$ cat config.mk
export PLATFORM = sky130hd
export DESIGN_NAME = memory_arbiter_flat
export DESIGN_NICKNAME = d
export VERILOG_FILES = /design/src/rtl/memory_arbiter_if.sv /design/src/rtl/memory_arbiter.sv /design/src/flat_wrapper.sv
export SDC_FILE = /design/constraint.sdc
export NUM_CORES = 1
export LEC_CHECK = 0
export ABC_CLOCK_PERIOD_IN_PS = 4900
export CORE_MARGIN = 10
export CORE_UTILIZATION = 42
export CTS_CLUSTER_SIZE = 10
export DETAILED_ROUTE_END_ITERATION = 10
export HOLD_SLACK_MARGIN = 0.15
export PLACE_DENSITY = 0.89
export SYNTH_ARGS = -nofsm -noshare
export SYNTH_HDL_FRONTEND = slang
export SYNTH_SLANG_ARGS = --single-unit
$ cat constraint.sdc
create_clock -name clock -period 4.9 [get_ports clock]
set_clock_uncertainty 0.05 [all_clocks]
set_input_delay 0.735 -clock clock [delete_from_list [all_inputs] [get_ports clock]]
set_output_delay 0.735 -clock clock [all_outputs]
set_load 0.01 [all_outputs]
$ cat src/rtl/memory_arbiter_if.sv
// Bus bundle between the two requesters (fetch F, data D), the arbiter and external memory.
// slave: the arbiter's view; master: the requester/memory side.
interface memory_arbiter_if #(
  parameter int unsigned DATA_WIDTH = 32
);
  logic                  fetch_request;
  logic [DATA_WIDTH-1:0] fetch_address;
  logic                  fetch_ready;
  logic                  fetch_valid;
  logic [DATA_WIDTH-1:0] fetch_read_data;

  logic                  data_request;
  logic [DATA_WIDTH-1:0] data_address;
  logic                  data_write_enable;
  logic [DATA_WIDTH-1:0] data_write_data;
  logic                  data_ready;
  logic                  data_valid;
  logic [DATA_WIDTH-1:0] data_read_data;

  logic [DATA_WIDTH-1:0] memory_address;
  logic                  memory_write_enable;
  logic [DATA_WIDTH-1:0] memory_write_data;
  logic [DATA_WIDTH-1:0] memory_read_data;

  modport slave (
    input  fetch_request, fetch_address,
    input  data_request, data_address, data_write_enable, data_write_data,
    input  memory_read_data,
    output fetch_ready, fetch_valid, fetch_read_data,
    output data_ready, data_valid, data_read_data,
    output memory_address, memory_write_enable, memory_write_data
  );

  modport master (
    output fetch_request, fetch_address,
    output data_request, data_address, data_write_enable, data_write_data,
    output memory_read_data,
    input  fetch_ready, fetch_valid, fetch_read_data,
    input  data_ready, data_valid, data_read_data,
    input  memory_address, memory_write_enable, memory_write_data
  );
endinterface

$ cat src/rtl/memory_arbiter.sv
// Two-port (fetch / data) arbiter onto a single fixed-latency memory bus.
// Define MEMORY_ARBITER_ROUND_ROBIN_EN for round-robin tie-breaking; default is data-over-fetch priority.
module memory_arbiter #(
  parameter int unsigned READ_LATENCY = 1,
  parameter int unsigned DATA_WIDTH   = 32
) (
  input logic             clock,
  input logic             reset,
  memory_arbiter_if.slave bus
);

  localparam int unsigned COUNT_WIDTH = 4;
  localparam logic [COUNT_WIDTH-1:0] LAST_COUNT = COUNT_WIDTH'(READ_LATENCY - 1);

  typedef enum logic [1:0] {IDLE, BUSY, RESPOND} state_t;
  typedef enum logic {PORT_F, PORT_D} port_t;

  state_t                 state, state_next;
  logic [COUNT_WIDTH-1:0] count, count_next;
  port_t                  grant, grant_next;
  port_t                  last_grant, last_grant_next;
  logic [DATA_WIDTH-1:0]  address_q, address_next;
  logic                   write_enable_q, write_enable_next;
  logic [DATA_WIDTH-1:0]  write_data_q, write_data_next;
  logic [DATA_WIDTH-1:0]  read_data_q, read_data_next;
  port_t                  winner;

  // State and captured-request registers; reset abandons any in-flight access.
  always_ff @(posedge clock) begin
    if (!reset) begin
      state          <= IDLE;
      count          <= '0;
      grant          <= PORT_F;
      last_grant     <= PORT_D;
      address_q      <= '0;
      write_enable_q <= 1'b0;
      write_data_q   <= '0;
      read_data_q    <= '0;
    end else begin
      state          <= state_next;
      count          <= count_next;
      grant          <= grant_next;
      last_grant     <= last_grant_next;
      address_q      <= address_next;
      write_enable_q <= write_enable_next;
      write_data_q   <= write_data_next;
      read_data_q    <= read_data_next;
    end
  end

  // Next-state, accept decision and bus outputs; everything is held at 0 while reset is low.
  always_comb begin
    state_next          = state;
    count_next          = count;
    grant_next          = grant;
    last_grant_next     = last_grant;
    address_next        = address_q;
    write_enable_next   = write_enable_q;
    write_data_next     = write_data_q;
    read_data_next      = read_data_q;
    winner              = PORT_F;

    bus.fetch_ready         = 1'b0;
    bus.fetch_valid         = 1'b0;
    bus.fetch_read_data     = '0;
    bus.data_ready          = 1'b0;
    bus.data_valid          = 1'b0;
    bus.data_read_data      = '0;
    bus.memory_address      = '0;
    bus.memory_write_enable = 1'b0;
    bus.memory_write_data   = '0;

    if (reset) begin
      case (state)
        BUSY: begin
          bus.memory_address      = address_q;
          bus.memory_write_data   = write_data_q;
          // A store is written only in the first memory cycle.
          bus.memory_write_enable = write_enable_q && (count == '0);
          count_next              = count + COUNT_WIDTH'(1);
          if (count == LAST_COUNT) begin
            read_data_next = write_enable_q ? '0 : bus.memory_read_data;
            state_next     = RESPOND;
          end
        end
        RESPOND: begin
          if (grant == PORT_D) begin
            bus.data_valid     = 1'b1;
            bus.data_read_data = read_data_q;
          end else begin
            bus.fetch_valid     = 1'b1;
            bus.fetch_read_data = read_data_q;
          end
          state_next = IDLE;
        end
        default: ;
      endcase

      // Accept in IDLE or RESPOND; a RESPOND-cycle accept gives back-to-back throughput.
      if ((state != BUSY) && (bus.fetch_request || bus.data_request)) begin
        if (bus.data_request && !bus.fetch_request) begin
          winner = PORT_D;
        end else if (bus.fetch_request && !bus.data_request) begin
          winner = PORT_F;
        end else begin
`ifdef MEMORY_ARBITER_ROUND_ROBIN_EN
          winner = (last_grant == PORT_D) ? PORT_F : PORT_D;
`else
          winner = PORT_D;
`endif
        end

        state_next      = BUSY;
        count_next      = '0;
        grant_next      = winner;
        last_grant_next = winner;
        if (winner == PORT_D) begin
          bus.data_ready    = 1'b1;
          address_next      = bus.data_address;
          write_enable_next = bus.data_write_enable;
          write_data_next   = bus.data_write_data;
        end else begin
          bus.fetch_ready   = 1'b1;
          address_next      = bus.fetch_address;
          write_enable_next = 1'b0;
          write_data_next   = '0;
        end
      end
    end
  end

endmodule
$ cat src/flat_wrapper.sv
// flat-port wrapper written by rule: the top's interface ports become plain ports
module memory_arbiter_flat 
#(
  parameter int unsigned READ_LATENCY = 1,
  parameter int unsigned DATA_WIDTH   = 32
)
  (clock, reset, bus_fetch_request, bus_fetch_address, bus_data_request, bus_data_address, bus_data_write_enable, bus_data_write_data, bus_memory_read_data, bus_fetch_ready, bus_fetch_valid, bus_fetch_read_data, bus_data_ready, bus_data_valid, bus_data_read_data, bus_memory_address, bus_memory_write_enable, bus_memory_write_data);
  memory_arbiter_if #(.DATA_WIDTH(DATA_WIDTH)) bus_i ();
  input logic clock;
  input logic reset;
  input wire logic [$bits(bus_i.fetch_request)-1:0] bus_fetch_request;
  input wire logic [$bits(bus_i.fetch_address)-1:0] bus_fetch_address;
  input wire logic [$bits(bus_i.data_request)-1:0] bus_data_request;
  input wire logic [$bits(bus_i.data_address)-1:0] bus_data_address;
  input wire logic [$bits(bus_i.data_write_enable)-1:0] bus_data_write_enable;
  input wire logic [$bits(bus_i.data_write_data)-1:0] bus_data_write_data;
  input wire logic [$bits(bus_i.memory_read_data)-1:0] bus_memory_read_data;
  output wire logic [$bits(bus_i.fetch_ready)-1:0] bus_fetch_ready;
  output wire logic [$bits(bus_i.fetch_valid)-1:0] bus_fetch_valid;
  output wire logic [$bits(bus_i.fetch_read_data)-1:0] bus_fetch_read_data;
  output wire logic [$bits(bus_i.data_ready)-1:0] bus_data_ready;
  output wire logic [$bits(bus_i.data_valid)-1:0] bus_data_valid;
  output wire logic [$bits(bus_i.data_read_data)-1:0] bus_data_read_data;
  output wire logic [$bits(bus_i.memory_address)-1:0] bus_memory_address;
  output wire logic [$bits(bus_i.memory_write_enable)-1:0] bus_memory_write_enable;
  output wire logic [$bits(bus_i.memory_write_data)-1:0] bus_memory_write_data;
  assign bus_i.fetch_request = bus_fetch_request;
  assign bus_i.fetch_address = bus_fetch_address;
  assign bus_i.data_request = bus_data_request;
  assign bus_i.data_address = bus_data_address;
  assign bus_i.data_write_enable = bus_data_write_enable;
  assign bus_i.data_write_data = bus_data_write_data;
  assign bus_i.memory_read_data = bus_memory_read_data;
  assign bus_fetch_ready = bus_i.fetch_ready;
  assign bus_fetch_valid = bus_i.fetch_valid;
  assign bus_fetch_read_data = bus_i.fetch_read_data;
  assign bus_data_ready = bus_i.data_ready;
  assign bus_data_valid = bus_i.data_valid;
  assign bus_data_read_data = bus_i.data_read_data;
  assign bus_memory_address = bus_i.memory_address;
  assign bus_memory_write_enable = bus_i.memory_write_enable;
  assign bus_memory_write_data = bus_i.memory_write_data;
  memory_arbiter #(.READ_LATENCY(READ_LATENCY), .DATA_WIDTH(DATA_WIDTH)) u_core (.clock(clock), .reset(reset), .bus(bus_i));
endmodule
# [Word level (Yosys, flattened, before mapping)]
# Index checks and enable logic that the tools add are counted.
[totals] wordCells=64 out_inout_bits=133 ff_bits=104
[classes] bitwise_logic=1 n_eq_ne=5 n_reduce_logical=14 add_sub_neg=1 n_mux=35
[ops] cell="$mux 32" n=13
[ops] cell="$mux 1" n=20
[ops] cell="$reduce_and 2->1" n=3
[ops] cell="$add 4x1->4 const B" n=1
[ops] cell="$logic_and 1x1->1" n=4
[ops] cell="$logic_not 4->1" n=1
[ops] cell="$ne 2x1->1 const B" n=2
[ops] cell="$pmux 2 s2" n=1
[ops] cell="$ne 3x1->1 const B" n=1
[ops] cell="$reduce_bool 3->1" n=1
[ops] cell="$eq 2x1->1 const B" n=1
[ops] cell="$eq 2x2->1 const B" n=1
[ops] cell="$logic_not 1->1" n=2
[ops] cell="$mux 2" n=1
[ops] cell="$reduce_bool 2->1" n=1
[ops] cell="$reduce_or 2->1" n=1
[ops] cell="$logic_or 1x1->1" n=1
[ops] cell="$not 1->1" n=1

# [Logic depth before layout (Yosys ltp)]
[logic_depth] word_depth=9 ltp_mapped=9 mapped_depth_nobuf=5

# [Worst setup path after synthesis]
# OpenSTA, ideal clock, no wires.
[synth_timing] path_kind="input to output" start="input reset" end="output bus_fetch_read_data[10]" n_path_buf=2 required_ns=4.115 arrival_time_ns=1.611 setup_slack_ns=2.504 stages=5 cell_sequence="buf_2 > nand2_1 > nor2_1 > clkbuf_1 > and2_1"
[synth_via] elab_chain_len=1
[synth_lines] item="start, declared" line="flat_wrapper.sv:10" text="input logic reset;"
[synth_lines] item="$mux 32" line="memory_arbiter.sv:73" text="if (reset) begin"
[synth_lines] item="end, declared" line="flat_wrapper.sv:20" text="output wire logic [$bits(bus_i.fetch_read_data)-1:0] bus_fetch_read_data;"
# No other way between the ends.

# [Worst setup path in the final report]
[layout_timing] start="input reset" end="output bus_fetch_ready"
[layout_via] elab_chain_len=1
[layout_lines] item="$mux 1" line="memory_arbiter.sv:73"
[layout_lines] item="end, declared" line="flat_wrapper.sv:18" text="output wire logic [$bits(bus_i.fetch_ready)-1:0] bus_fetch_ready;"
# No other way between the ends.

==> run metrics <==
status=complete, no violations; Sink Count=104; P_sw=0.5591 mW; Post-synth top cells=dfxtp_1 (104), nand2_1 (70), and2_1 (67); max_cap viols=0; clock root cell=clkbuf_16; fin nets=916; via count=5,030; Max-slew headroom=0.1357; switch share=0.2761; ANT nets after route=0; cts hold-fix bufs=0; worst-margin pin slew=1296 ps; DP Area=7505 µm²; arrival time worst endpoint=2820 ps; Avg Cell Area, Syn=8.814 µm²; Mapped Area=4918 µm²; Hold Path Class=flip-flop to flip-flop; CTS tree=done; Clock Pin Slew Worst Setup and Hold Paths=70 ps; vias in the first global route=5,012; area leader, netlist=dfxtp_1; DIE AREA=16,440 µm²; number of synthesized register bits=104; Startpoint Class=primary input; top-count cell post-synth=dfxtp_1; Hold Path Depth=2; Routed WL per cell=19.03 µm; I/O Pins=266; layout cell share with drive strength beyond 1=0.07143; final hold vios=0; Critical path origin=reset; Power, Total=2.025 mW; post-synth top area share=0.4233; Pint=1.466 mW; Port Buffer Count=265; # DRC=0; buffer depth of the longest clock path=2; initial antenna violation count=0; post-synthesis sequential area ratio=0.4233; crit end category=output pin; GP Congestion=0.8054; clock share of power=0.331; async set-reset flop share out of synthesis=0; Yosys Warn Count=0; Die Width=128.2 µm; synthesized net count=695; WS Path Type=primary input to output pin; VDD IR max=245.2 µV; Slew Viols, Final=0; drt total wl=17,640 µm; largest net degree at the start of global routing=109; Post-synth EDFFs=0; ant diodes=0; Die H=128.2 µm; Post-Syn Instances=558; Final setup viols=0; Sequential Power Share=0.476; length of the first detailed-routing pass in iterations=5; Comb pwr share=0.193; DR vias/cell=5.426; FP Rows=39; P per Cell Area=260.1 nW/µm²; Final min period=3606 ps; DRT iter0 DRCs=329; Crit path required time=4120 ps; worst hold start=u_core.address_q[30]; RSZ-0062 raised after global routing=false; post-CTS setup buffer count=0; Worst Path Max Fanout=106; Post-DP HPWL=13,230 µm; CTS Buf Count=9; RR Startpoint=u_core.state[0]; all-layer global routing usage=0.1998; aggregate global routing overflow=0; Period Utilization, post-route=0.7359; top cells by area, synth=dfxtp_1 (42%), and2_1 (8.5%), and3_1 (8.3%); Netlist cell types=33; P&R area growth vs syn=58.26%; first-pass GRT wire length=27,000 µm; initial core utilization=0.4307; H-tree lvl count=3; post_cts resized=0; post-route cell area=7784 µm²; Leak=3.171 nW; Fin Setup TNS=0 ps; worst r2r path cells=5; Core ar.=11,420 µm²; worst skew pair latency=330 ps; fmax=277.3 MHz; Synth Flop Type=dfxtp_1
==> through the flow <==
stage | hold WS (ps) | std cells | utilization | setup WS [ps]
CTS | 396.9 | 927 | 0.6817 | 1335
floorplan | 375.8 | 558 | - | 2504
detailed placement | 387.4 | 911 | 0.6572 | 1335
finish | 392.7 | 927 | 0.6817 | 1294
global placement | 383.4 | 911 | 0.6572 | 1401
global route | 409.9 | 927 | 0.6817 | 1149
==> layer usage <==
| metal | part of all wire | track usage | up-vias |
|---|---|---|---|
| met2 | 0.48 | 0.3356 | 225 |
| met3 | 0.13 | 0.1096 | 26 |
| met1 | 0.37 | 0.2074 | 2359 |
| li1 | - | - | 2420 |
| met4 | 0.025 | 0.06623 | 0 |
| met5 | 0 | 0 | - |
==> final cells by class <==
| type | instances | area, µm² |
|---|---|---|
| Multi-Input combinational cell | 389 | 2534 |
| Tap cell | 143 | 178.9 |
| Fill cell | 872 | 3635 |
| Clock inverter | 7 | 53.80 |
| Timing Repair Buffer | 271 | 2695 |
| Clock buffer | 9 | 225.2 |
| Sequential cell | 104 | 2082 |
| Inverter | 4 | 15.01 |
==> sequential cells by signal (all words and copies together), names as in the netlist <==
name                   flops
u_core.write_enable_q      1
u_core.state               2
u_core.write_data_q       32
u_core.address_q          32
u_core.count               4
u_core.grant               1
u_core.read_data_q        32
==> power by group through the flow <==
stage | Sequential [mW] | Clock (mW) | Combinational, mW
after floorplan | 0.964 | 0 | 0.215
after global placement | 0.977 | 0 | 0.378
after detailed placement | 0.982 | 0 | 0.390
after CTS | 0.963 | 0.684 | 0.392
after global routing | 0.971 | 0.722 | 0.425
final | 0.964 | 0.670 | 0.390
==> critical path: stages <==
cell and delay, ps:
buf_4 290, buf_4 750, nor4bb_4 360, clkdlybuf4s50_1 600
==> kinds of logic after synthesis <==
family	count (synthesis)	synth area share
XOR/XNOR	3	0.005343
adder cells (fa/ha/maj)	4	0.01018
AO/OA/AOI/OAI	102	0.1783
AND/OR/NAND/NOR	279	0.3134
flip-flops	104	0.4233
multiplexers	1	0.002035
buffers and inverters	65	0.06741
==> placed cells by master, fill, tap and decap left out, types with 2 or more instances in the layout <==
master	netlist	layout
a22o_1	33	33
clkdlybuf4s50_1	0	264
o21ai_1	32	32
dfxtp_1	104	104
a22oi_1	4	4
nor2_1	5	5
a22oi_2	28	28
nand4_1	33	33
buf_4	4	7
clkinv_4	0	3
clkbuf_16	0	9
xor2_1	2	2
ha_1	4	3
nand2_1	70	70
inv_6	0	2
nand3_1	32	32
inv_1	4	4
and3_1	65	65
clkinv_2	0	2
and2_1	67	67
==> path summary, 6_finish.rpt <==
kind,slack [ps],to
worst max-delay path,1290,bus_fetch_ready
worst min-delay path,390,u_core.address_q[30]
worst max register to register,1490,u_core.write_data_q[2]
worst min register to register,390,u_core.address_q[30]
No activity file was read; power rests on OpenSTA's default activity.
